$ cat src/rtl/dmem_arbiter_if.sv
// Bundle of requester, response and memory-side signals around dmem_arbiter.
//   r0_* / r1_*   : request channels (valid/ready handshake, addr, wdata, we, ctl)
//   r*_rsp_valid  : per-owner response strobes; rsp_rdata / rsp_err are shared
//   mem_*         : memory drive (a, wd, we, ctl) and registered read data mem_rd
// Modport slave is the arbiter; modport master is the requester/memory side.
interface dmem_arbiter_if #(
    parameter int ADDR_W = 32
);
    logic              r0_valid;
    logic              r1_valid;
    logic              r0_ready;
    logic              r1_ready;
    logic [ADDR_W-1:0] r0_addr;
    logic [ADDR_W-1:0] r1_addr;
    logic [31:0]       r0_wdata;
    logic [31:0]       r1_wdata;
    logic              r0_we;
    logic              r1_we;
    logic [2:0]        r0_ctl;
    logic [2:0]        r1_ctl;
    logic              r0_rsp_valid;
    logic              r1_rsp_valid;
    logic [31:0]       rsp_rdata;
    logic              rsp_err;
    logic [ADDR_W-1:0] mem_a;
    logic [31:0]       mem_wd;
    logic              mem_we;
    logic [2:0]        mem_ctl;
    logic [31:0]       mem_rd;

    modport slave (
        input  r0_valid, r1_valid, r0_addr, r1_addr, r0_wdata, r1_wdata,
        input  r0_we, r1_we, r0_ctl, r1_ctl, mem_rd,
        output r0_ready, r1_ready, r0_rsp_valid, r1_rsp_valid, rsp_rdata, rsp_err,
        output mem_a, mem_wd, mem_we, mem_ctl
    );

    modport master (
        output r0_valid, r1_valid, r0_addr, r1_addr, r0_wdata, r1_wdata,
        output r0_we, r1_we, r0_ctl, r1_ctl, mem_rd,
        input  r0_ready, r1_ready, r0_rsp_valid, r1_rsp_valid, rsp_rdata, rsp_err,
        input  mem_a, mem_wd, mem_we, mem_ctl
    );
endinterface

$ cat src/rtl/dmem_arbiter.sv
// Two-requester round-robin arbiter in front of the byte-addressable data memory.
// r0 is the core load/store path, r1 the debug/DMA port. One access is granted per
// cycle; the response (load data, or an error for illegal accesses) comes back to
// the owner one cycle after acceptance.
// Ports:
//   clk    : system clock, rising edge
//   rst_n  : asynchronous active-low reset
//   bus    : dmem_arbiter_if.slave (requests, responses, memory drive)
// Parameters:
//   ERR_EN : 1 = reject misaligned / illegal-ctl accesses with an error response
//   ADDR_W : request and memory address width
module dmem_arbiter #(
    parameter bit ERR_EN = 1'b1,
    parameter int ADDR_W = 32
) (
    input  logic           clk,
    input  logic           rst_n,
    dmem_arbiter_if.slave  bus
);

    logic [1:0]        req_valid;
    logic [1:0]        req_we;
    logic [1:0]        req_legal;
    logic [ADDR_W-1:0] req_addr  [2];
    logic [31:0]       req_wdata [2];
    logic [2:0]        req_ctl   [2];

    logic [1:0]        grant;
    logic              sel;
    logic              any_grant;
    logic              sel_legal;
    logic [31:0]       rdata_out;

    logic              last_grant_reg;
    logic [1:0]        rsp_valid_reg;
    logic              rsp_err_reg;
    logic              rsp_load_reg;
    logic [31:0]       rdata_hold_reg;

    assign req_valid    = {bus.r1_valid, bus.r0_valid};
    assign req_we       = {bus.r1_we, bus.r0_we};
    assign req_addr[0]  = bus.r0_addr;
    assign req_addr[1]  = bus.r1_addr;
    assign req_wdata[0] = bus.r0_wdata;
    assign req_wdata[1] = bus.r1_wdata;
    assign req_ctl[0]   = bus.r0_ctl;
    assign req_ctl[1]   = bus.r1_ctl;

    // ctl[1:0] encodes the size: 00 byte, 01 half, 10 word, 11 reserved.
    function automatic logic access_legal(input logic [1:0] addr_lo, input logic [1:0] size);
        case (size)
            2'b01:   return (addr_lo[0] == 1'b0);
            2'b10:   return (addr_lo == 2'b00);
            2'b11:   return 1'b0;
            default: return 1'b1;
        endcase
    endfunction

    genvar gi;
    generate
        for (gi = 0; gi < 2; gi++) begin : g_legal
            assign req_legal[gi] = !ERR_EN || access_legal(req_addr[gi][1:0], req_ctl[gi][1:0]);
        end
    endgenerate

    // Round-robin: on a conflict the requester that did not win last time goes.
    // Nothing is granted while reset is held.
    always_comb begin
        grant = 2'b00;
        if (rst_n) begin
            if (req_valid == 2'b11) begin
                grant = last_grant_reg ? 2'b01 : 2'b10;
            end else begin
                grant = req_valid;
            end
        end
    end

    assign any_grant = |grant;
    assign sel       = grant[1];   // idle falls back to r0 on the memory mux
    assign sel_legal = req_legal[sel];

    assign bus.r0_ready = grant[0];
    assign bus.r1_ready = grant[1];
    assign bus.mem_a    = req_addr[sel];
    assign bus.mem_wd   = req_wdata[sel];
    assign bus.mem_ctl  = req_ctl[sel];
    assign bus.mem_we   = any_grant && req_we[sel] && sel_legal;

    // mem_rd is already registered inside the memory, so it is steered straight
    // onto the response bus in the response cycle. Stores and idle cycles keep
    // showing the last value; errors force zero.
    always_comb begin
        rdata_out = rdata_hold_reg;
        if (rsp_err_reg) begin
            rdata_out = 32'h0;
        end else if (rsp_load_reg) begin
            rdata_out = bus.mem_rd;
        end
    end

    assign bus.rsp_rdata    = rdata_out;
    assign bus.rsp_err      = rsp_err_reg;
    assign bus.r0_rsp_valid = rsp_valid_reg[0];
    assign bus.r1_rsp_valid = rsp_valid_reg[1];

    always_ff @(posedge clk or negedge rst_n) begin
        if (!rst_n) begin
            last_grant_reg <= 1'b1;   // r0 wins the first conflict
            rsp_valid_reg  <= 2'b00;
            rsp_err_reg    <= 1'b0;
            rsp_load_reg   <= 1'b0;
            rdata_hold_reg <= 32'h0;
        end else begin
            if (any_grant) begin
                last_grant_reg <= sel;
            end
            rsp_valid_reg  <= grant;
            rsp_err_reg    <= any_grant && !sel_legal;
            rsp_load_reg   <= any_grant && sel_legal && !req_we[sel];
            rdata_hold_reg <= rdata_out;
        end
    end

endmodule

$ cat src/flat_wrapper.sv
// flat-port wrapper written by rule: the top's interface ports become plain ports
module dmem_arbiter_flat 
#(
    parameter bit ERR_EN = 1'b1,
    parameter int ADDR_W = 32
)
  (clk, rst_n, bus_r0_valid, bus_r1_valid, bus_r0_addr, bus_r1_addr, bus_r0_wdata, bus_r1_wdata, bus_r0_we, bus_r1_we, bus_r0_ctl, bus_r1_ctl, bus_mem_rd, bus_r0_ready, bus_r1_ready, bus_r0_rsp_valid, bus_r1_rsp_valid, bus_rsp_rdata, bus_rsp_err, bus_mem_a, bus_mem_wd, bus_mem_we, bus_mem_ctl);
  dmem_arbiter_if #(.ADDR_W(ADDR_W)) bus_i ();
  input  logic clk;
  input  logic rst_n;
  input wire logic [$bits(bus_i.r0_valid)-1:0] bus_r0_valid;
  input wire logic [$bits(bus_i.r1_valid)-1:0] bus_r1_valid;
  input wire logic [$bits(bus_i.r0_addr)-1:0] bus_r0_addr;
  input wire logic [$bits(bus_i.r1_addr)-1:0] bus_r1_addr;
  input wire logic [$bits(bus_i.r0_wdata)-1:0] bus_r0_wdata;
  input wire logic [$bits(bus_i.r1_wdata)-1:0] bus_r1_wdata;
  input wire logic [$bits(bus_i.r0_we)-1:0] bus_r0_we;
  input wire logic [$bits(bus_i.r1_we)-1:0] bus_r1_we;
  input wire logic [$bits(bus_i.r0_ctl)-1:0] bus_r0_ctl;
  input wire logic [$bits(bus_i.r1_ctl)-1:0] bus_r1_ctl;
  input wire logic [$bits(bus_i.mem_rd)-1:0] bus_mem_rd;
  output wire logic [$bits(bus_i.r0_ready)-1:0] bus_r0_ready;
  output wire logic [$bits(bus_i.r1_ready)-1:0] bus_r1_ready;
  output wire logic [$bits(bus_i.r0_rsp_valid)-1:0] bus_r0_rsp_valid;
  output wire logic [$bits(bus_i.r1_rsp_valid)-1:0] bus_r1_rsp_valid;
  output wire logic [$bits(bus_i.rsp_rdata)-1:0] bus_rsp_rdata;
  output wire logic [$bits(bus_i.rsp_err)-1:0] bus_rsp_err;
  output wire logic [$bits(bus_i.mem_a)-1:0] bus_mem_a;
  output wire logic [$bits(bus_i.mem_wd)-1:0] bus_mem_wd;
  output wire logic [$bits(bus_i.mem_we)-1:0] bus_mem_we;
  output wire logic [$bits(bus_i.mem_ctl)-1:0] bus_mem_ctl;
  assign bus_i.r0_valid = bus_r0_valid;
  assign bus_i.r1_valid = bus_r1_valid;
  assign bus_i.r0_addr = bus_r0_addr;
  assign bus_i.r1_addr = bus_r1_addr;
  assign bus_i.r0_wdata = bus_r0_wdata;
  assign bus_i.r1_wdata = bus_r1_wdata;
  assign bus_i.r0_we = bus_r0_we;
  assign bus_i.r1_we = bus_r1_we;
  assign bus_i.r0_ctl = bus_r0_ctl;
  assign bus_i.r1_ctl = bus_r1_ctl;
  assign bus_i.mem_rd = bus_mem_rd;
  assign bus_r0_ready = bus_i.r0_ready;
  assign bus_r1_ready = bus_i.r1_ready;
  assign bus_r0_rsp_valid = bus_i.r0_rsp_valid;
  assign bus_r1_rsp_valid = bus_i.r1_rsp_valid;
  assign bus_rsp_rdata = bus_i.rsp_rdata;
  assign bus_rsp_err = bus_i.rsp_err;
  assign bus_mem_a = bus_i.mem_a;
  assign bus_mem_wd = bus_i.mem_wd;
  assign bus_mem_we = bus_i.mem_we;
  assign bus_mem_ctl = bus_i.mem_ctl;
  dmem_arbiter #(.ERR_EN(ERR_EN), .ADDR_W(ADDR_W)) u_core (.clk(clk), .rst_n(rst_n), .bus(bus_i));
endmodule
$ cat config.mk
export PLATFORM = sky130hd
export DESIGN_NAME = dmem_arbiter_flat
export DESIGN_NICKNAME = d
export VERILOG_FILES = /design/src/rtl/dmem_arbiter_if.sv /design/src/rtl/dmem_arbiter.sv /design/src/flat_wrapper.sv
export SDC_FILE = /design/constraint.sdc
export NUM_CORES = 1
export LEC_CHECK = 0
export ABC_AREA = 0
export BUFFER_PORTS_ARGS = -buffer_cell sky130_fd_sc_hd__buf_4
export CORE_AREA = 2 2 106 108
export DETAILED_ROUTE_END_ITERATION = 7
export DIE_AREA = 0 0 108 110
export GPL_ROUTABILITY_DRIVEN = 0
export GPL_TIMING_DRIVEN = 0
export PLACE_DENSITY_LB_ADDON = 0.08
export SYNTH_ARGS = -nofsm -noshare
export SYNTH_HDL_FRONTEND = slang
export SYNTH_SLANG_ARGS = --single-unit
$ cat constraint.sdc
create_clock -name clk -period 3.46 [get_ports clk]
set_input_delay 0.346 -clock clk [delete_from_list [all_inputs] [get_ports clk]]
set_output_delay 0.346 -clock clk [all_outputs]
set_load 0.005 [all_outputs]
-- After elaboration in Yosys (flattened, before gate mapping)
Index checks and enable logic that the tools add are counted.
- muxes and demuxes: 20
- reductions and logical operators: 10
- order comparisons: 2
- bitwise gates (word level): 3
- equal/unequal tests: 7
- operators with widths (operator ; number):
    $mux W32 ; 8
    $eq A2 B2 Y1 const B ; 5
    $mux W3 ; 3
    $mux W2 ; 3
    $pmux W1 S3 ; 2
    $logic_and A1 B1 Y1 ; 5
    $eq A2 B1 Y1 const B ; 2
    $logic_not A2 Y1 ; 2
    $mux W1 ; 4
    $ge A2 B2 Y1 const B ; 1
    $logic_not A1 Y1 ; 2
    $lt A1 B2 Y1 const B ; 1
    $not A1 Y1 ; 2
    $not A1 Y2 ; 1
    $reduce_or A2 Y1 ; 1
- bits in registers: 37

-- Longest topological paths before layout
Gate-level depths: netlist of the first run.
- depth in word-level cells: 7
- mapped depth: 6
- gate-level depth less buffers: 5

-- Worst setup path before layout of the first run
Ideal clock, no wire load.
- path kind: register to output
- from: register u_core.last_grant_reg
- to: output port bus_mem_a[0]
- slack: 1.994 ns
- data arrival time: 1.120 ns
- cell stages (with the launch flop): 6
- buffers on the path: 1
- path through: dfstp_2 nand2_1 nand3_2 buf_1 nand2_1 nand2_1
- longest elaborated chain between the ends: 7
- ends and longest elaborated chain (item ; line ; source):
    start: declaration ; dmem_arbiter.sv:34 ; logic last_grant_reg;
    start signal: assignment ; dmem_arbiter.sv:116 ; last_grant_reg <= sel;
    $mux W2 ; dmem_arbiter.sv:72 ; grant = last_grant_reg ? 2'b01 : 2'b10;
    $mux W2 ; dmem_arbiter.sv:71 ; if (req_valid == 2'b11) begin
    $mux W2 ; dmem_arbiter.sv:70 ; if (rst_n) begin
    $not A1 Y2 (not written as such) ; dmem_arbiter.sv:85 ; assign bus.mem_a = req_addr[sel];
    $mux W32 (not written as such) (3 in series) ; dmem_arbiter.sv:85 ;
    end: declaration ; flat_wrapper.sv:28 ; output wire logic [$bits(bus_i.mem_a)-1:0] bus_mem_a;
Every way passes these cells. The select of a mux whose other input is x is not followed.

-- Final worst setup path of the first run
- from: input port rst_n
- to: output port bus_mem_a[2]
- longest elaborated chain between the ends: 5
- ends and longest elaborated chain (item ; line ; source):
    start: declaration ; flat_wrapper.sv:10 ; input logic rst_n;
    $mux W2 ; dmem_arbiter.sv:70 ;
    $not A1 Y2 (not written as such) ; dmem_arbiter.sv:85 ;
    $mux W32 (not written as such) (3 in series) ; dmem_arbiter.sv:85 ;
Every way passes these cells. The select of a mux whose other input is x is not followed.

==> impl_metrics.csv, run 1 <==
group,metric,value,unit
clock_network,numCtsBuffers,5,
layout,synthToLayoutAreaGrowth,99.3,%
place,io_buffer_count,276,
outcome,status,"finished, final reports clean",
clock_network,htreeDepth,2,
timing,period_minus_slack,2.26,ns
synth,avgSynthCellArea,6.82,µm²
layout,fill_cells,1115,
timing,rsz0062_at_grt,"false",
floorplan,fp.coreArea,10700,µm²
job,maxCapViolations,0,
timing,setup_viol,0,
synth,synth_cell_types,20,
global_route,grt_usage,0.168,
min_path,min_path_type,"primary input to asynchronous set/reset pin",
layout,multi_input_area,1320,µm²
drt,drt_iter0_drc,167,
global_route,grt_pass1_vias,3121,
synth,ys.warnings.count,0,
synth,synthCells,346,
critical_path,worstSetupStartpointType,"primary input",
timing,finClkSkew,0.00408,ns
clock_network,clk_path_buf_depth,2,
clock_network,cts_tree,"built",
clock_network,worstSkewPairLatency,0.28,ns
clock_network,postCtsHoldBufs,0,
timing,setup_tns,0,ns
layout,final_cell_count_no_fill,770,
timing,min_period_over_period,0.654,
drt,wl_per_cell,14.1,µm
floorplan,ios,277,
clock_network,clk_pin_slew_worst_paths,0.07,ns
clock_network,cts_resized,0,
floorplan,initial_utilization,0.221,
global_route,grt_max_degree,41,
global_route,grt_antenna_before_repair,0,
floorplan,std_cell_rows,38,
timing,worst_slew_margin_rel,0.669,
global_route,grt_first_pass_wirelength,15500,µm
layout,diodes,0,
clock_network,cts_setup_buffers,0,
place,dp_hpwl,9140,µm
drt,drc,0,
drt,antenna_left,0,
timing,finalHoldViolations,0,
synth,synth.net_count,518,
timing,report.final.slew_viol_count,0,
synth,synth-seq-area-share,0.393,
floorplan,die_y,110,µm
critical_path,critPathArrivalTime,1.92,ns
power_and_ir_drop,max-vdd-ir-drop,153,µV
clock_network,cts.sink_count,37,
timing,worst_pin_slew,0.496,ns
drt,finalWirelength,10900,µm
critical_path,crit_path_end_kind,"primary output",
place,dp_cells,762,
floorplan,die-area,11900,µm²
clock_network,cts-root-buf,"clkbuf_8",
critical_path,criticalPathCategory,"primary input to primary output",
layout,regArea,927,µm²
synth,ys_ff_latch,37,
synth,synth_area,2360,µm²
drt,via_count,3174,
power_and_ir_drop,p_leak,2.74,nW
floorplan,fp.dieW,108,µm
layout,largest_register_ffs,32,
timing,max_freq,442,MHz
layout,drive_gt1_frac,0.478,
critical_path,worst-path-max-fanout,40,
global_route,overflow,0,
layout,fin_nets,801,
power_and_ir_drop,powerDensity,296,nW/µm²
drt,via_per_inst,4.12,
critical_path,required,3.11,ns
drt,firstDrtPassIters,4,
[placed cells by master (no fill, tap or decap), types with 2 or more instances in the layout]
cell | netlist | routed
mux2i_1 | 32 | 32
dfrtp_1 | 36 | 36
nand2_1 | 205 | 205
a21oi_1 | 3 | 3
nor3b_1 | 2 | 2
buf_2 | 9 | 9
nor2_1 | 34 | 34
clkbuf_1 | 3 | 3
buf_4 | 3 | 279
nor3_1 | 3 | 3
o21a_1 | 3 | 3
clkbuf_8 | 0 | 6
buf_1 | 5 | 5
[routing by layer]
metal  up-vias  wire [µm]  track usage
li1       1637          -            -
met1      1374       4120        0.190
met2       146       5500        0.300
met3        17        963       0.0541
met4         0        290       0.0604
met5         -          0            0
[cell usage after synthesis]
cell type / n / area share
nor3_2: 1 / 0.0042
dfrtp_1: 36 / 0.38
inv_1: 1 / 0.0016
a21oi_1: 3 / 0.0064
o21ai_1: 1 / 0.0021
dfstp_2: 1 / 0.011
clkbuf_1: 3 / 0.0048
buf_6: 1 / 0.0048
nor3_1: 3 / 0.0064
nor2_1: 34 / 0.054
buf_4: 3 / 0.0095
a21boi_1: 1 / 0.0032
mux2i_1: 32 / 0.14
o21a_1: 3 / 0.0095
inv_2: 1 / 0.0016
nand2_1: 205 / 0.33
buf_1: 5 / 0.0079
buf_2: 9 / 0.019
nand3_2: 1 / 0.0042
nor3b_1: 2 / 0.0064
[layout make-up]
type                    instances  share of cell area
clock inverters                 2             0.00293
flip-flops and latches         37               0.197
plain buffers                  21              0.0231
inverters                       2             0.00160
clock buffers                   6              0.0176
repair buffers                276               0.440
multi-input cells             286               0.280
well taps                     140              0.0372
[where the power goes]
part           switching, W  total, W  internal (W)
Combinational      0.000243  0.000583      0.000340
Clock              0.000151  0.000313      0.000161
Sequential        0.0000149  0.000499      0.000484
[metrics by stage]
step	setup slack [ns]	util	total power, W	hold slack, ns	instance area, µm²
after detailed placement	1.11	0.431	0.00110	0.351	4610
final	1.20	0.440	0.00139	0.0234	4700
after global placement	1.11	0.431	0.00109	0.355	4610
after global routing	0.936	0.440	0.00150	0.0505	4700
after CTS	1.11	0.440	0.00142	0.0347	4700
after floorplan	1.99	-	0.000704	0.0504	2360
[worst max-delay path, stage by stage]
cell and delay [ns]:
buf_4 0.41, nand3_2 0.34, inv_2 0.27, buf_2 0.25, nand2_1 0.11, nand2_1 0.07
buf_4 0.10
[path summary, 6_finish.rpt]
kind	startpoint	end	slack, ns	cells past startpoint
max	rst_n	bus_mem_a[2]	1.20	7
min in group clk	bus_r1_valid	u_core.rsp_valid_reg[0]	0.29	2
max in group asynchronous	rst_n	u_core.last_grant_reg	3.06	1
min	rst_n	u_core.rdata_hold_reg[6]	0.02	1
min reg2reg	u_core.last_grant_reg	u_core.last_grant_reg	0.50	2
max reg2reg	u_core.last_grant_reg	u_core.rsp_load_reg	2.02	6
[kinds of logic after synthesis]
logic type | share of synthesized area
simple gates | 0.401
flops | 0.393
mux | 0.136
buf+inv | 0.0493
compound gates | 0.0212
Power figures use the tool's default switching activity.
==> run 2: changes to the inputs <==
Clock period 3.46 ns to 2.1 ns, I/O delays scaled along.
==> impl_metrics.csv, run 2 (same netlist as run 1, synthesis figures left out) <==
group,metric,value,unit
outcome,status,"finished, final reports clean",
drt,firstDrtPassIters,4,
power_and_ir_drop,max-vdd-ir-drop,250,µV
drt,drt_iter0_drc,135,
critical_path,timing.rr.end,"u_core.rsp_load_reg",
timing,rsz0062_at_grt,"false",
layout,drive_gt1_frac,0.486,
layout,fin_nets,803,
drt,antenna_left,0,
timing,worst_slew_margin_rel,0.698,
timing,min_period_over_period,0.905,
global_route,overflow,0,
timing,worst_pin_slew,0.453,ns
drt,via_per_inst,4.12,
floorplan,die_y,110,µm
timing,setup_viol,0,
global_route,grt_first_pass_wirelength,15800,µm
drt,finalWirelength,11100,µm
global_route,grt_antenna_before_repair,0,
critical_path,reg2reg_depth,5,
clock_network,numCtsBuffers,5,
critical_path,critPathArrivalTime,1.69,ns
critical_path,crit-reg2reg-launch,"u_core.last_grant_reg",
layout,synthToLayoutAreaGrowth,101,%
clock_network,cts-root-buf,"clkbuf_8",
min_path,min_to,"u_core.rsp_valid_reg[0]",
drt,drc,0,
floorplan,fp.coreArea,10700,µm²
min_path,min_from,"bus_r1_valid",
critical_path,worst-path-max-fanout,10,
global_route,grt_usage,0.172,
critical_path,criticalPathCategory,"register to primary output",
timing,finClkSkew,0.00467,ns
global_route,grt_pass1_vias,3127,
clock_network,clk_pin_slew_worst_paths,0.07,ns
layout,diodes,0,
clock_network,clk_path_buf_depth,2,
clock_network,cts_tree,"built",
power_and_ir_drop,p_int,0.00163,W
layout,final_cell_mix,"buf_4, nand2_1, dfrtp_1",
power_and_ir_drop,combPwrFrac,0.421,
timing,max_freq,526,MHz
timing,setup_tns,0,ns
power_and_ir_drop,switchingPower,0.000677,W
clock_network,worstSkewPairLatency,0.28,ns
clock_network,cts.sink_count,37,
critical_path,r2r_slack,0.69,ns
clock_network,htreeDepth,2,
timing,report.final.slew_viol_count,0,
place,io_buffer_count,276,
power_and_ir_drop,p_leak,2.77,nW
drt,via_count,3178,
floorplan,std_cell_rows,38,
floorplan,initial_utilization,0.221,
layout,largest_register_ffs,32,
job,maxCapViolations,0,
place,dp_hpwl,9140,µm
timing,finalHoldViolations,0,
place,pre_cts_slack,0.0226,ns
power_and_ir_drop,seq_power_share,0.356,
min_path,min_path_type,"primary input to register",
timing,period_minus_slack,1.90,ns
timing,setup_ws,0.200,ns
critical_path,worstSetupStartpointType,"register",
power_and_ir_drop,sw_frac_of_total,0.293,
floorplan,ios,277,
global_route,grt_max_degree,37,
layout,fill_cells,1116,
layout,final_common_cell,"buf_4",
drt,wl_per_cell,14.4,µm
clock_network,cts_setup_buffers,0,
power_and_ir_drop,powerDensity,486,nW/µm²
critical_path,required,1.89,ns
min_path,min_delay_path_depth,2,
floorplan,die-area,11900,µm²
floorplan,fp.dieW,108,µm
power_and_ir_drop,power_frac_clock,0.223,
critical_path,crit_path_end_kind,"primary output",
==> run 2: cell count changes in the layout (fill, tap and decap cells not counted) <==
cell / delta
buf_12: +1
dlygate4sd3_1: +1
inv_2: -1
clkbuf_2: +4
buf_1: -5
buf_2: +1
inv_4: +1
==> run 2: final cells by class <==
class / count / area (µm²) / share of cell area
buffer: 21 / 115 / 0.0243
clock inverter: 2 / 13.8 / 0.00290
multi-input combinational: 286 / 1320 / 0.278
timing repair buffer: 278 / 2100 / 0.443
sequential: 37 / 927 / 0.195
inverter: 2 / 10.0 / 0.00211
tap: 140 / 175 / 0.0369
clock buffer: 6 / 82.6 / 0.0174
==> run 2: worst max-delay path, cell delays in order (launching register included) <==
cell and delay (ns):
dfstp_2 0.53, nand2_1 0.06, nand3_2 0.21, inv_4 0.11, buf_2 0.20, nand2_1 0.12
nand2_1 0.06, buf_4 0.13
==> run 2: stage by stage <==
step                      power, W  hold WS (ns)  std cells  instance area, µm²  utilization
after floorplan            0.00116       -0.0856        346                2360            -
after CTS                  0.00235         0.142        772                4740        0.443
after detailed placement   0.00181         0.215        762                4610        0.431
after global routing       0.00247         0.151        772                4740        0.443
after global placement     0.00180         0.219        762                4610        0.431
final                      0.00231         0.149        772                4740        0.443
==> run 2: per-layer routing <==
metal  vias to the layer above  track usage  wire length (µm)
met2                       148        0.305              5590
met3                        17       0.0541               985
met5                         -            0                 0
met4                         0       0.0604               290
met1                      1369        0.196              4210
li1                       1644            -                 -
==> run 2: worst max-delay path by stage <==
| stage | start | endpoint | slack [ns] |
|---|---|---|---|
| floorplan | u_core.last_grant_reg | bus_mem_a[0] | 0.77 |
| global placement | rst_n | bus_mem_a[2] | 0.03 |
| detailed placement | rst_n | bus_mem_a[3] | 0.02 |
| CTS | u_core.last_grant_reg | bus_mem_a[1] | 0.09 |
| global route | u_core.last_grant_reg | bus_mem_a[2] | 0.02 |
| finish | u_core.last_grant_reg | bus_mem_a[2] | 0.20 |
==> run 2: what timing repair did <==
| item | CTS | global route |
|---|---|---|
| gates resized for setup | 1 | 5 |
| endpoints found under the hold margin | 36 | 0 |
| hold buffers | 2 | 0 |
| pin swaps | 0 | 0 |
| endpoints found under the setup margin | 2 | 37 |
==> run 2: power by group through the flow <==
stage	logic (W)	clock network (W)	registers, W
after floorplan	0.000331	0	0.000829
after global placement	0.000963	0	0.000833
after detailed placement	0.000971	0	0.000836
after CTS	0.000985	0.000546	0.000822
after global routing	0.00107	0.000570	0.000831
final	0.000970	0.000515	0.000822
